==> config.mk <==
export PLATFORM = sky130hd
export DESIGN_NAME = lane_bank_sched
export DESIGN_NICKNAME = d
export VERILOG_FILES = /design/src/rtl/lane_sched_pkg.sv /design/src/rtl/lane_bank_sched_rr_pick8.sv /design/src/rtl/lane_bank_sched.sv
export SDC_FILE = /design/constraint.sdc
export NUM_CORES = 1
export LEC_CHECK = 0
export ABC_AREA = 1
export ABC_CLOCK_PERIOD_IN_PS = 3000
export BUFFER_PORTS_ARGS = -buffer_cell sky130_fd_sc_hd__clkbuf_2
export CORE_MARGIN = 4
export CORE_UTILIZATION = 50
export CTS_CLUSTER_SIZE = 12
export DETAILED_ROUTE_END_ITERATION = 10
export GPL_ROUTABILITY_DRIVEN = 0
export HOLD_SLACK_MARGIN = 0.03
export PLACE_DENSITY_LB_ADDON = 0.3
export SLEW_MARGIN = 20
export SYNTH_ARGS = -nofsm -noshare
export SYNTH_HDL_FRONTEND = slang
export SYNTH_SLANG_ARGS = --single-unit
==> constraint.sdc <==
create_clock -name i_clk -period 3 [get_ports i_clk]
set_input_delay 0.3 -clock i_clk [delete_from_list [all_inputs] [get_ports i_clk]]
set_output_delay 0.3 -clock i_clk [all_outputs]
set_load 0.005 [all_outputs]
==> src/rtl/lane_sched_pkg.sv <==
// rtl/lane_sched_pkg.sv - shared types, sizes and helpers for the lane bank scheduler
package lane_sched_pkg;

  localparam int NUM_LANES  = 8;
  localparam int BANK_LANES = 4;

  typedef logic [2:0] lane_id_t;

  typedef enum logic [1:0] {
    ST_IDLE  = 2'd0,
    ST_GRANT = 2'd1,
    ST_GAP   = 2'd2
  } sched_state_t;

  // Lane index to one-hot enable inside its bank (the bank itself goes on sel).
  function automatic logic [BANK_LANES-1:0] lane_to_en(input lane_id_t lane);
    return 4'b0001 << lane[1:0];
  endfunction

endpackage

==> src/rtl/lane_bank_sched_rr_pick8.sv <==
// rtl/lane_bank_sched_rr_pick8.sv - rotating priority encoder over eight lane requests
module rr_pick8
  import lane_sched_pkg::*;
(
  input  logic [NUM_LANES-1:0] i_req,
  input  lane_id_t             i_ptr,
  output logic                 o_found,
  output lane_id_t             o_winner
);

  lane_id_t w_idx;

  // Walk the search order backwards so the lane closest to i_ptr is written last and wins.
  always_comb begin
    o_found  = 1'b0;
    o_winner = i_ptr;
    w_idx    = i_ptr;
    for (int i = NUM_LANES - 1; i >= 0; i--) begin
      w_idx = i_ptr + lane_id_t'(i);
      if (i_req[w_idx]) begin
        o_found  = 1'b1;
        o_winner = w_idx;
      end
    end
  end

endmodule

==> src/rtl/lane_bank_sched.sv <==
// rtl/lane_bank_sched.sv - round-robin lane scheduler driving sel/en; LANE_BANK_SCHED_GAP_EN adds a dead cycle after each release
module lane_bank_sched
  import lane_sched_pkg::*;
#(
  parameter int MAX_HOLD = 16
) (
  input  logic                  i_clk,
  input  logic                  i_rst_n,
  input  logic [NUM_LANES-1:0]  i_req,
  output logic                  o_sel,
  output logic [BANK_LANES-1:0] o_en,
  output logic                  o_gnt_valid,
  output lane_id_t              o_gnt_id,
  output logic                  o_busy
);

  sched_state_t          r_state;
  lane_id_t              r_ptr;
  logic [7:0]            r_hold;
  logic                  r_sel;
  logic [BANK_LANES-1:0] r_en;
  logic                  r_gnt_valid;
  lane_id_t              r_gnt_id;

  sched_state_t          w_nxt_state;
  lane_id_t              w_nxt_ptr;
  logic [7:0]            w_nxt_hold;
  logic                  w_nxt_sel;
  logic [BANK_LANES-1:0] w_nxt_en;
  logic                  w_nxt_valid;
  lane_id_t              w_nxt_id;

  lane_id_t              w_pick_ptr;
  logic                  w_found;
  lane_id_t              w_winner;
  logic                  w_release;
  logic                  w_load;

  // During a grant the search already starts past the holder, so a still-requesting holder is found last.
  assign w_pick_ptr = (r_state == ST_GRANT) ? lane_id_t'(r_gnt_id + 3'd1) : r_ptr;

  assign w_release = (r_state == ST_GRANT) &&
                     (!i_req[r_gnt_id] || (r_hold == 8'(MAX_HOLD - 1)));

  rr_pick8 u_pick (
    .i_req    (i_req),
    .i_ptr    (w_pick_ptr),
    .o_found  (w_found),
    .o_winner (w_winner)
  );

  // Next-state and next-output decode; w_load marks an edge that starts a fresh grant.
  always_comb begin
    w_nxt_state = r_state;
    w_nxt_ptr   = r_ptr;
    w_nxt_hold  = r_hold;
    w_nxt_sel   = r_sel;
    w_nxt_en    = r_en;
    w_nxt_valid = r_gnt_valid;
    w_nxt_id    = r_gnt_id;
    w_load      = 1'b0;

    case (r_state)
      ST_IDLE: begin
        w_load = w_found;
      end
      ST_GRANT: begin
        if (w_release) begin
          w_nxt_ptr = r_gnt_id + 3'd1;
`ifdef LANE_BANK_SCHED_GAP_EN
          w_nxt_state = ST_GAP;
          w_nxt_en    = '0;
          w_nxt_valid = 1'b0;
`else
          if (w_found) begin
            w_load = 1'b1;
          end else begin
            w_nxt_state = ST_IDLE;
            w_nxt_en    = '0;
            w_nxt_valid = 1'b0;
          end
`endif
        end else begin
          w_nxt_hold = r_hold + 8'd1;
        end
      end
`ifdef LANE_BANK_SCHED_GAP_EN
      ST_GAP: begin
        if (w_found) begin
          w_load = 1'b1;
        end else begin
          w_nxt_state = ST_IDLE;
        end
      end
`endif
      default: begin
        w_nxt_state = ST_IDLE;
        w_nxt_en    = '0;
        w_nxt_valid = 1'b0;
      end
    endcase

    // sel only moves here, together with a new grant.
    if (w_load) begin
      w_nxt_state = ST_GRANT;
      w_nxt_hold  = 8'd0;
      w_nxt_sel   = w_winner[2];
      w_nxt_en    = lane_to_en(w_winner);
      w_nxt_valid = 1'b1;
      w_nxt_id    = w_winner;
    end
  end

  // State and output registers; reset clears any grant in flight immediately.
  always_ff @(posedge i_clk or negedge i_rst_n) begin
    if (!i_rst_n) begin
      r_state     <= ST_IDLE;
      r_ptr       <= '0;
      r_hold      <= '0;
      r_sel       <= 1'b0;
      r_en        <= '0;
      r_gnt_valid <= 1'b0;
      r_gnt_id    <= '0;
    end else begin
      r_state     <= w_nxt_state;
      r_ptr       <= w_nxt_ptr;
      r_hold      <= w_nxt_hold;
      r_sel       <= w_nxt_sel;
      r_en        <= w_nxt_en;
      r_gnt_valid <= w_nxt_valid;
      r_gnt_id    <= w_nxt_id;
    end
  end

  assign o_sel       = r_sel;
  assign o_en        = r_en;
  assign o_gnt_valid = r_gnt_valid;
  assign o_gnt_id    = r_gnt_id;
  assign o_busy      = (r_state != ST_IDLE);

endmodule

==> flow_summary_export.csv <==
group,metric,value,unit
run_status,status,"completed",
routing,drc,0,
clocking,h-tree-depth,1,
yosys,synth_warnings,0,
floorplan,core-area,0.00366,mm²
yosys,yosys-top-cells-area,"dfrtp_1 (25%), nand2_1 (25%), nand3_1 (10%), inv_1 (7.8%), nand2_2 (5.0%)",
floorplan,pin_count,20,
timing,fmax,372,MHz
yosys,ys_ff_latch,19,
global_route,grt_pass1_wl,8.15,mm
routing,dr.first_iter.drc_count,137,
finish,final_nets,347,
timing,rsz0062_at_grt,"no",
timing,fin_hold_ws,0.485,ns
routing,vias,1937,
yosys,synth_edf_count,0,
worst_setup_path,worstPathRequired,3.15,ns
clocking,clock_sinks,19,
yosys,synthArstFlopShare,1.00,
timing,final_max_slew_viol_count,0,
clocking,cts_tree,"yes",
floorplan,num_rows,22,
clocking,clk_path_buf_depth,2,
clocking,clkTransAtPathRegs,0.07,ns
routing,wl_per_cell,12.0,µm
yosys,syn_avg_cell_area,6.03,µm²
yosys,yosysUniqueCellTypes,28,
routing,drt_first_pass_iters,4,
floorplan,chipWidth,69.4,µm
placement,placed_cell_area,0.00200,mm²
yosys,yosysMostFrequentCell,"nand2_1",
yosys,synth_top_area_frac,0.253,
timing,fin_worst_skew,0.00607,ns
placement,io_buffer_count,19,
global_route,grt_pass1_vias,1876,
yosys,syn-cell-area,0.00188,mm²
clocking,cts_setup_buffers,0,
finish,drive_above_1_share,0.177,
yosys,seq_area_frac_synth,0.253,
global_route,antenna_found_initial,0,
worst_setup_path,crit_path_start_kind,"flop",
timing,setup_viol,0,
yosys,synth_nets,325,
clocking,cts_buffers,3,
timing,post-route-period-util,0.896,
global_route,grt_overflow,0,
yosys,synth_ff_type,"dfrtp_1",
placement,dpl.hpwl,3.68,mm
floorplan,fp.dieArea,0.00481,mm²
global_route,grt_use_total,0.203,
finish,diodes,0,
timing,maxSlewHeadroom,0.584,
worst_setup_path,crit_fanout,6,
clocking,insertion_delay,0.26,ns
timing,fin_crit,2.69,ns
finish,area.growth.synth_to_final,9.37,%
routing,viasPerCell,5.08,
routing,ant_nets,0,
job,max_cap_violations,0,
timing,tightest_slew,0.622,ns
routing,drt_wl_total,4.57,mm
worst_setup_path,crit_type,"reg2reg",
global_route,grt_max_degree,20,
floorplan,initial_core_util,0.514,
finish,design_area,0.00206,mm²
worst_setup_path,arrival,2.83,ns
yosys,synth.largest_area_cell,"dfrtp_1",
clocking,clockRootBuffer,"clkbuf_8",
worst_setup_path,end_kind,"flop",
yosys,syn_inst,312,
finish,final_util,0.562,
finish,fillers,388,
yosys,netlist_top_cells_count,"nand2_1 (123), inv_1 (39), nand3_1 (39), dfrtp_1 (19), nand2_2 (15)",
floorplan,die_h,69.4,µm
timing,finalHoldViolCount,0,
timing,tns,0,ns
hold_path,hold_path.class,"reg2reg",
==> worst paths after layout <==
| kind | startpoint | to | slack, ns | cells after the start |
|---|---|---|---|---|
| worst max-delay path | o_gnt_id[0]$_DFFE_PN0P_ | o_en[1]$_DFFE_PN0P_ | 0.31 | 17 |
| worst min-delay path | r_hold[7]$_DFFE_PN0P_ | r_hold[7]$_DFFE_PN0P_ | 0.49 | 1 |
| worst max register to register | o_gnt_id[0]$_DFFE_PN0P_ | o_en[1]$_DFFE_PN0P_ | 0.31 | 17 |
| worst min register to register | r_hold[7]$_DFFE_PN0P_ | r_hold[7]$_DFFE_PN0P_ | 0.49 | 1 |
| max in group asynchronous | i_rst_n | o_gnt_id[0]$_DFFE_PN0P_ | 2.16 | 2 |
| min in group asynchronous | i_rst_n | o_en[1]$_DFFE_PN0P_ | 0.52 | 2 |
==> through the flow <==
step           setup slack (ns)  cells
6_report                  0.313    381
5_1_grt                  0.0186    381
4_1_cts                   0.317    381
3_5_place_dp              0.353    376
3_3_place_gp              0.381    376
2_1_floorplan             0.510    312
==> layout make-up <==
type / count / area [µm²] / area share
clock buffers: 4 / 45.0 / 0.0219
inverters: 46 / 178 / 0.0863
multi-input cells: 241 / 1170 / 0.570
flip-flops and latches: 19 / 475 / 0.231
well taps: 48 / 60.1 / 0.0292
repair buffers: 23 / 128 / 0.0620
==> cell families (layout without fill, tap and decap cells) <==
group,after synthesis,after routing,synth area share
XOR/XNOR,2,2,0.00931
AO/OA/AOI/OAI,34,34,0.0997
adder cells (fa/ha/maj),3,3,0.0199
buffers and inverters,52,73,0.124
AND/OR/NAND/NOR,202,202,0.494
flip-flops,19,19,0.253
==> state kept, by name, indices dropped and copies added, names as in the netlist <==
| signal | cells |
|---|---|
| r_hold | 8 |
| o_gnt_id | 3 |
| o_gnt_valid | 1 |
| o_en | 4 |
| r_ptr | 3 |
==> repair_timing <==
action | 4_1_cts | 5_1_grt
hold buffers | 1 | 0
endpoints found under the setup margin | 0 | 0
gates resized for setup | 0 | 0
endpoints found under the hold margin | 19 | 0
==> worst max-delay path, cell delays in order, from the launching register on <==
cell and delay (ns):
dfrtp_1 0.44, ha_1 0.33, nand2_1 0.08, o21ai_2 0.07, ha_1 0.36, inv_1 0.12, nand3_1 0.10, nand2_1 0.06
nand2_1 0.08, nand2_1 0.11, inv_1 0.09, nand3_1 0.10, nor2_2 0.23, nor2_4 0.07, nand3_1 0.16, inv_1 0.05
nand2_1 0.06, nand2_1 0.05
==> layer usage <==
metal  share of wire  GRT usage  vias up
met5               0          0        -
met4           0.036     0.0998        0
met3           0.037     0.0275       15
met2            0.49      0.359       43
met1            0.44      0.239      848
li1                -          -     1031
==> layout by cell type, fill, tap and decap left out, types with 2 or more instances in the layout <==
master    Yosys  routed
clkbuf_8      0       3
inv_1        39      39
o21ai_0      12      12
buf_4         3       3
xor2_1        2       2
nand3_1      39      39
a21oi_1       8       8
inv_2         6       6
nor2_2        3       3
nand3_2       2       2
dfrtp_1      19      19
nand2_2      15      15
nand2_1     123     123
o211ai_1      2       2
nor2_1        9       9
o21ai_1       6       6
nand4_1       2       2
clkbuf_2      0      19
nand2_4       4       4
ha_1          3       3
o22ai_1       4       4
Power is left out: the tool's default activity adds up to more than one toggle a clock period on the data nets, which glitch-free logic cannot reach.
